[config.mk]
export PLATFORM = sky130hd
export DESIGN_NAME = iob_eth_mii_tx_ser
export DESIGN_NICKNAME = d
export VERILOG_FILES = /design/src/rtl/iob_eth_mii_tx_ser_pkg.sv /design/src/rtl/iob_eth_mii_tx_ser_reg.sv /design/src/rtl/iob_eth_mii_tx_ser.sv
export SDC_FILE = /design/constraint.sdc
export NUM_CORES = 1
export LEC_CHECK = 0
export CAP_MARGIN = 20
export CORE_MARGIN = 2
export CORE_UTILIZATION = 49
export DETAILED_ROUTE_END_ITERATION = 10
export HOLD_SLACK_MARGIN = 0.1
export PLACE_DENSITY = 0.78
export SLEW_MARGIN = 40
export SYNTH_ARGS = -nofsm -noshare
export SYNTH_HDL_FRONTEND = slang
export SYNTH_SLANG_ARGS = --single-unit
[constraint.sdc]
create_clock -name clk_i -period 1.9 [get_ports clk_i]
set_input_delay 0.475 -clock clk_i [delete_from_list [all_inputs] [get_ports clk_i]]
set_output_delay 0.475 -clock clk_i [all_outputs]
set_load 0.01 [all_outputs]
[src/rtl/iob_eth_mii_tx_ser_pkg.sv]
// Shared encodings and constants for the MII TX nibble serializer.
package iob_eth_mii_tx_ser_pkg;

  localparam int unsigned STATE_W   = 3;
  localparam int unsigned BYTE_W    = 8;
  localparam int unsigned NIBBLE_W  = 4;
  localparam int unsigned NIB_CNT_W = 5;

  localparam logic [NIBBLE_W-1:0] PREAMBLE_NIBBLE = 4'h5;
  localparam logic [NIBBLE_W-1:0] SFD_HI_NIBBLE   = 4'hD;

  typedef enum logic [STATE_W-1:0] {
    IDLE   = 3'd0,
    PRE    = 3'd1,
    SFD_LO = 3'd2,
    SFD_HI = 3'd3,
    D_LO   = 3'd4,
    D_HI   = 3'd5,
    IFG    = 3'd6
  } state_t;

endpackage

[src/rtl/iob_eth_mii_tx_ser_reg.sv]
// Async active-low reset flop with clock enable; resets to zero.
module iob_eth_mii_tx_ser_reg #(
  parameter int unsigned W = 1
) (
  input  logic         clk_i,
  input  logic         arst_n_i,
  input  logic         cke_i,
  input  logic [W-1:0] d_i,
  output logic [W-1:0] q_o
);

  always_ff @(posedge clk_i or negedge arst_n_i) begin
    if (!arst_n_i) begin
      q_o <= '0;
    end else if (cke_i) begin
      q_o <= d_i;
    end
  end

endmodule

[src/rtl/iob_eth_mii_tx_ser.sv]
// MII TX serializer: preamble/SFD insertion, bytes sent low nibble first.
// Optional inter-frame gap state enabled by IOB_ETH_MII_TX_SER_IFG_EN.
module iob_eth_mii_tx_ser
  import iob_eth_mii_tx_ser_pkg::*;
#(
  parameter int unsigned PREAMBLE_LEN = 7,
  parameter int unsigned IFG_BYTES    = 12
) (
  input  logic                clk_i,
  input  logic                cke_i,
  input  logic                arst_n_i,
  input  logic [BYTE_W-1:0]   data_i,
  input  logic                valid_i,
  input  logic                last_i,
  output logic                ready_o,
  output logic [NIBBLE_W-1:0] mii_txd_o,
  output logic                mii_tx_en_o,
  output logic                busy_o,
  output logic                underrun_o
);

  if (PREAMBLE_LEN < 1 || PREAMBLE_LEN > 15 || IFG_BYTES < 1 || IFG_BYTES > 63) begin : g_param_chk
    $error("iob_eth_mii_tx_ser: PREAMBLE_LEN or IFG_BYTES out of range");
  end

  localparam logic [NIB_CNT_W-1:0] PRE_LAST = NIB_CNT_W'(2 * PREAMBLE_LEN - 1);

`ifdef IOB_ETH_MII_TX_SER_IFG_EN
  localparam int unsigned GAP_CNT_W = 7;
  localparam logic [GAP_CNT_W-1:0] GAP_LAST = GAP_CNT_W'(2 * IFG_BYTES - 1);
  localparam state_t FRAME_END = IFG;
`else
  localparam state_t FRAME_END = IDLE;
`endif

  logic [STATE_W-1:0]   state_q;
  state_t               state;
  state_t               state_d;
  logic [BYTE_W-1:0]    byte_q, byte_d;
  logic                 last_q, last_d;
  logic [NIB_CNT_W-1:0] nib_q, nib_d;
  logic                 ready_c;
  logic                 xfer;

  assign state = state_t'(state_q);

  iob_eth_mii_tx_ser_reg #(.W(STATE_W)) u_state_reg (
    .clk_i(clk_i), .arst_n_i(arst_n_i), .cke_i(cke_i), .d_i(STATE_W'(state_d)), .q_o(state_q)
  );
  iob_eth_mii_tx_ser_reg #(.W(BYTE_W)) u_byte_reg (
    .clk_i(clk_i), .arst_n_i(arst_n_i), .cke_i(cke_i), .d_i(byte_d), .q_o(byte_q)
  );
  iob_eth_mii_tx_ser_reg #(.W(1)) u_last_reg (
    .clk_i(clk_i), .arst_n_i(arst_n_i), .cke_i(cke_i), .d_i(last_d), .q_o(last_q)
  );
  iob_eth_mii_tx_ser_reg #(.W(NIB_CNT_W)) u_nib_reg (
    .clk_i(clk_i), .arst_n_i(arst_n_i), .cke_i(cke_i), .d_i(nib_d), .q_o(nib_q)
  );

`ifdef IOB_ETH_MII_TX_SER_IFG_EN
  logic [GAP_CNT_W-1:0] gap_q, gap_d;
  iob_eth_mii_tx_ser_reg #(.W(GAP_CNT_W)) u_gap_reg (
    .clk_i(clk_i), .arst_n_i(arst_n_i), .cke_i(cke_i), .d_i(gap_d), .q_o(gap_q)
  );
`endif

  // Ready depends only on state and the held last flag; masked while reset is asserted.
  assign ready_c    = (state == IDLE) || ((state == D_HI) && !last_q);
  assign xfer       = cke_i && valid_i && ready_c;
  assign ready_o    = arst_n_i && ready_c;
  assign busy_o     = (state != IDLE);
  assign underrun_o = arst_n_i && cke_i && (state == D_HI) && !last_q && !valid_i;

  always_comb begin
    state_d     = state;
    byte_d      = byte_q;
    last_d      = last_q;
    nib_d       = nib_q;
    mii_txd_o   = '0;
    mii_tx_en_o = 1'b0;
`ifdef IOB_ETH_MII_TX_SER_IFG_EN
    gap_d       = gap_q;
`endif
    unique case (state)
      IDLE: begin
        if (xfer) begin
          byte_d  = data_i;
          last_d  = last_i;
          nib_d   = '0;
          state_d = PRE;
        end
      end
      PRE: begin
        mii_tx_en_o = 1'b1;
        mii_txd_o   = PREAMBLE_NIBBLE;
        if (nib_q == PRE_LAST) begin
          state_d = SFD_LO;
        end else begin
          nib_d = nib_q + NIB_CNT_W'(1);
        end
      end
      SFD_LO: begin
        mii_tx_en_o = 1'b1;
        mii_txd_o   = PREAMBLE_NIBBLE;
        state_d     = SFD_HI;
      end
      SFD_HI: begin
        mii_tx_en_o = 1'b1;
        mii_txd_o   = SFD_HI_NIBBLE;
        state_d     = D_LO;
      end
      D_LO: begin
        mii_tx_en_o = 1'b1;
        mii_txd_o   = byte_q[3:0];
        state_d     = D_HI;
      end
      D_HI: begin
        mii_tx_en_o = 1'b1;
        mii_txd_o   = byte_q[7:4];
        // Either the next byte is ready now, or the frame ends (normally or by underrun).
        if (xfer) begin
          byte_d  = data_i;
          last_d  = last_i;
          state_d = D_LO;
        end else begin
          state_d = FRAME_END;
`ifdef IOB_ETH_MII_TX_SER_IFG_EN
          gap_d   = '0;
`endif
        end
      end
`ifdef IOB_ETH_MII_TX_SER_IFG_EN
      IFG: begin
        if (gap_q == GAP_LAST) begin
          state_d = IDLE;
        end else begin
          gap_d = gap_q + GAP_CNT_W'(1);
        end
      end
`endif
      default: state_d = IDLE;
    endcase
  end

endmodule

# Yosys cells after proc, flatten, opt, wreduce, memory -nomap -nowiden
# Index checks and enable logic that the tools add are counted.
[word_totals] ff_bits=17 out_inout_bits=8 input_bits=13 elab_cells=43
[op_classes] add_sub_neg=1 n_mux=9 n_eq_ne=9 n_reduce_logical=20
[ops] op="3-bit case mux with 6 select lines" n=1
[ops] op="4-bit case mux with 4 select lines" n=1
[ops] op="5-bit 2-to-1 mux" n=2
[ops] op="5-bit case mux with 2 select lines" n=1
[ops] op="3-bit 2-to-1 mux" n=3
[ops] op="1-bit logical AND" n=8
[ops] op="3-bit by 2-bit equality test with 1-bit output, second input constant" n=2
[ops] op="3-bit equality test, second input constant" n=2
[ops] op="2-bit != test, second input constant" n=3
[ops] op="3-bit AND reduction" n=2
[ops] op="5-bit by 1-bit adder with 5-bit output, second input constant" n=1
[ops] op="5-bit by 4-bit equality test with 1-bit output, second input constant" n=1
[ops] op="5-bit OR reduction" n=1
[ops] op="4-bit AND reduction" n=1
[ops] op="2-bit OR reduction" n=2
[ops] op="3-bit by 1-bit equality test with 1-bit output, second input constant" n=1
[ops] op="3-bit logical NOT" n=1
[ops] op="3-bit nonzero test" n=1
[ops] op="1-bit logical NOT" n=2
[ops] op="2-bit nonzero test" n=1
[ops] op="1-bit logical OR" n=1
[ops] op="1-bit 2-to-1 mux" n=1

# Depth between registers and ports, before layout
[depth] ltp_word=6 mapped_depth=6 mapped_depth_nobuf=6

# Modules after synthesis
# From an unflattened synthesis, not the netlist that was laid out.
[hier_totals] hier_cells=109 hier_area_um2=1202.4
[by_module_without_submodules] mod="iob_eth_mii_tx_ser" cells_each=74 n_inst=1 seq_area_each_um2=0.0 area_per_inst_um2=540.5
[by_module_without_submodules] mod="iob_eth_mii_tx_ser_reg at u_byte_reg" cells_each=17 n_inst=1 seq_area_each_um2=200.2 area_per_inst_um2=331.6
[by_module_without_submodules] mod="iob_eth_mii_tx_ser_reg at u_nib_reg" cells_each=10 n_inst=1 seq_area_each_um2=125.1 area_per_inst_um2=181.4
[by_module_without_submodules] mod="iob_eth_mii_tx_ser_reg at u_state_reg" cells_each=6 n_inst=1 seq_area_each_um2=75.1 area_per_inst_um2=108.9
[by_module_without_submodules] mod="iob_eth_mii_tx_ser_reg at u_last_reg" cells_each=2 n_inst=1 seq_area_each_um2=25.0 area_per_inst_um2=40.0

# Worst setup path before layout
# Ideal clock, no wire load.
[synth_timing] kind="register -> output" startpoint="register u_state_reg.q_o[2]" endpoint="output port underrun_o" path_buffers=1 slack_ps=221 arrival_ps=1204 t_required_ps=1425 path_stages_with_launch=4 cell_sequence="dfrtp_1 > clkbuf_1 > nand2_1 > nor4_1"
[synth_between] elab_chain_cells=4
[synth_lines] element="start: declaration" line_no="iob_eth_mii_tx_ser_reg.sv:9" rtl="output logic [W-1:0] q_o"
[synth_lines] element="start signal: assignment" line_no="iob_eth_mii_tx_ser_reg.sv:16" rtl="q_o <= d_i;"
[synth_lines] element="3-bit equality test" line_no="iob_eth_mii_tx_ser.sv:72" rtl="assign underrun_o = arst_n_i && cke_i && (state == D_HI) && !last_q && !valid_i;"
[synth_lines] element="1-bit logical AND (3 in a row)" line_no="iob_eth_mii_tx_ser.sv:72"
[synth_lines] element="end: declaration" line_no="iob_eth_mii_tx_ser.sv:19" rtl="output logic underrun_o"
# Every way passes these cells.

# Worst setup path after layout
[layout_timing] startpoint="register u_state_reg.q_o[0]" endpoint="output port mii_txd_o[0]"
[layout_between] elab_chain_cells=3 word_cells_on_any_way=7 classes_between="5 x eq/ne; 1 x mux; 1 x reduce/logical"
[layout_lines] element="3-bit by 1-bit equality test with 1-bit output or 3-bit by 2-bit equality test with 1-bit output (tied branches)" line_no="iob_eth_mii_tx_ser.sv:84" rtl="unique case (state)"
[layout_lines] element="2-bit OR reduction (no line)"
[layout_lines] element="4-bit case mux with 4 select lines (*)" line_no="iob_eth_mii_tx_ser.sv:84"
[layout_lines] element="end: declaration" line_no="iob_eth_mii_tx_ser.sv:16" rtl="output logic [NIBBLE_W-1:0] mii_txd_o,"
# Every way passes the cells marked *; elsewhere a longest branch is shown, timed or not.

==> reports/metrics.csv <==
stage;metric;value;unit
global_routing;grt_pass1_vias;955;
timing;skew;0.00255;ns
logic_synthesis;yosysTopAreaCell;dfrtp_1;
setup_path;worstPathMaxFanout;2;
global_routing;grt_util_met1;0.279;
timing;setup_slack;-0.0334;ns
logic_synthesis;synth.distinct_cells;31;
timing;grt_setup_unrepaired;yes;
cells_and_area;layout_commonest_cell;buf_4;
setup_path;worstPathArrival;1.46;ns
floorplan;core-area;0.00192;mm^2
timing;hold_viol_final;0;
logic_synthesis;synth_compound_area_frac;0.159;
setup_path;r2r_start;u_nib_reg.q_o[1];
setup_path;r2r_cells;6;
cts;cts_buffer_depth;2;
setup_path;critPathCaptureType;output pin;
cts;cts-root-buf;clkbuf_4;
logic_synthesis;synth-adder-area-share;0.0258;
global_routing;grt_antenna_before_repair;0;
power_and_ir_drop;p_leak;0.676;nW
logic_synthesis;synth_area;971;um^2
timing;setup_violations;1;
timing;fin_crit;1.93;ns
global_routing;use_met2;0.444;
routing;first_pass_iters;4;
cells_and_area;syn2layout_area_growth;47.8;%
logic_synthesis;synth_top_area_frac;0.438;
floorplan;placementRows;16;
global_routing;busiest_layer;met2;
logic_synthesis;yosys.area_share.simple;0.171;
routing;avgRoutedWirePerCell;15.9;um
setup_path;crit_chain;buf_6, buf_6, nor2b_4, a22oi_2, o22ai_1, buf_2;
power_and_ir_drop;power;1.21;mW
routing;wl;2650;um
timing;fmax;517;MHz
timing;tns;-0.0334;ns
logic_synthesis;synth_seq_cells;17;
cts;clkTransAtPathRegs;0.10;ns
logic_synthesis;syn_inst;96;
routing;vias;946;
placement;io_buffers;20;
cells_and_area;n_antenna_cell;0;
routing;drc;0;
cells_and_area;fillers;136;
logic_synthesis;yosysWarnings;0;
timing;period_share;1.02;
setup_path;crit_slowest_cell;dfrtp_2;
power_and_ir_drop;max-vdd-ir-drop;0.795;mV
cells_and_area;final_nets;155;
placement;dp_hpwl;1790;um
flow_run;max-cap-violations;0;
setup_path;critical_path_class;register to output pin;
logic_synthesis;synth_top_cells_by_area;dfrtp_1 44%, mux2_4 14%, o21ai_0 4.1%;
floorplan;die_w;48.5;um
timing;final_max_slew_viol_count;0;
setup_path;reg2reg_to;u_nib_reg.q_o[3];
timing;worstMarginPinSlew;0.481;ns
logic_synthesis;avgSynthCellArea;10.1;um^2
floorplan;start_util;0.505;
global_routing;grt_max_degree;12;
setup_path;start_kind;register;
floorplan;dieArea;0.00235;mm^2
setup_path;reg2reg_slack;0.18;ns
worst_hold_path;hp-class;input port to async pin;
global_routing;track_usage;0.235;
placement;gp_congestion;0.817;
cts;postCtsHoldBufs;0;
power_and_ir_drop;powerDensity;844;mW/mm^2
timing;slew_headroom;0.679;
cts;cts_tree;done;
global_routing;grt_pass1_wl;4260;um
cts;numCtsBuffers;3;
global_routing;gr-usage-met3;0.0247;
setup_path;critPathMaxStageDelay;0.44;ns
floorplan;ios;21;
logic_synthesis;synthXorXnorAreaFrac;0;
setup_path;critical_path.top_delay_family;flip-flops;
logic_synthesis;yosys-mux-area-fraction;0.160;
run_status;status;finished, violations left;
routing;ant_nets;0;
cts;cts.htree.levels;1;
logic_synthesis;yosysSeqAreaShare;0.438;
logic_synthesis;synth_top_family_by_area;simple AND/OR/NAND/NOR gates;
global_routing;overflow;0;
cts;cts.sinks;17;
setup_path;required;1.42;ns
routing;vias_per_cell;5.70;
cells_and_area;most-common-layout-cells;19 x buf_4, 15 x dfrtp_1, 10 x clkdlybuf4s50_1;
setup_path;crit_buf_inv;3;
routing;first_iter_violations;37;
run_status;violations;setup timing;
floorplan;die_h;48.5;um
cts;clock_latency;0.30;ns
logic_synthesis;synthesis.nets;111;
cells_and_area;layout-drive-gt1-share;0.410;
setup_path;crit_top_cell;buf_6;
==> what timing repair did <==
item	in CTS	in global routing
setup endpoints to repair	8	6
endpoints found under the hold margin	0	0
pin swaps	3	8
gates resized for setup	37	19
setup buffers	7	0
==> routing by layer <==
layer	vias to the layer above	routed length, um
li1	439	-
met3	5	108
met5	-	0
met2	37	1380
met1	465	1120
met4	0	34
==> metrics by stage <==
| stage | util | std cells | setup WS [ns] | instance area [um^2] | hold WS (ns) |
|---|---|---|---|---|---|
| 6_report | 0.747 | 166 | -0.0334 | 1440 | 0.374 |
| 2_1_floorplan | - | 96 | 0.221 | 971 | 0.179 |
| 4_1_cts | 0.717 | 167 | -0.123 | 1380 | 0.312 |
| 3_3_place_gp | 0.682 | 156 | -0.572 | 1310 | 0.496 |
| 3_5_place_dp | 0.682 | 156 | -0.584 | 1310 | 0.502 |
| 5_1_grt | 0.747 | 166 | -0.0933 | 1440 | 0.384 |
==> cell usage after synthesis, drive strengths merged <==
| cell type | n |
|---|---|
| or2 | 1 |
| or3b | 1 |
| o22ai | 4 |
| nor2 | 7 |
| or3 | 1 |
| and2b | 1 |
| nor2b | 1 |
| mux2 | 9 |
| inv | 4 |
| nand2b | 2 |
| a21boi | 1 |
| o31ai | 2 |
| a22oi | 3 |
| clkbuf | 3 |
| ha | 2 |
| nand2 | 9 |
| nand3 | 2 |
| a31oi | 1 |
| a21oi | 4 |
| o2111ai | 1 |
| nor3 | 1 |
| nor4 | 2 |
| o221ai | 1 |
| nand4 | 1 |
| o21ai | 8 |
| nand4b | 2 |
| buf | 2 |
| mux2i | 2 |
| nor3b | 1 |
| dfrtp | 17 |
==> cell type report <==
cell class                      instances  area (um^2)  area share
Clock buffer                            4         26.3      0.0183
Inverter                                4         15.0      0.0105
Multi-Input combinational cell         70          572       0.398
Sequential cell                        17          428       0.298
Tap cell                               27         33.8      0.0235
Timing Repair Buffer                   44          360       0.251
==> logic make-up (layout without fill, tap and decap cells) <==
kind of cell               after synthesis  count (layout)
DFF                                     17              17
AOI/OAI and AO/OA                       25              25
and+or+nand+nor                         32              32
muxes                                   11              11
adders and majority gates                2               2
buffers and inverters                    9              52
==> power breakdown <==
group | internal [mW] | total, mW | leakage, nW | switching, mW
Sequential | 0.495 | 0.615 | 0.203 | 0.120
Combinational | 0.262 | 0.396 | 0.458 | 0.134
Clock | 0.0820 | 0.200 | 0.0150 | 0.118
Total | 0.840 | 1.21 | 0.676 | 0.372
==> registers in the layout, summed over array words and instances (netlist names) <==
register	flops
u_state_reg.q_o	3
u_nib_reg.q_o	5
u_last_reg.q_o	1
u_byte_reg.q_o	8
==> how the worst max path moves through the flow <==
stage	startpoint	end	slack [ns]	cells after the start
global placement	arst_n_i	underrun_o	-0.57	4
global route	u_state_reg.q_o[0]	mii_txd_o[0]	-0.09	6
detailed placement	arst_n_i	underrun_o	-0.58	4
finish	u_state_reg.q_o[0]	mii_txd_o[0]	-0.03	6
CTS	valid_i	underrun_o	-0.12	3
floorplan	u_state_reg.q_o[2]	underrun_o	0.22	3
Note: power is estimated with default switching activity, not from simulation.
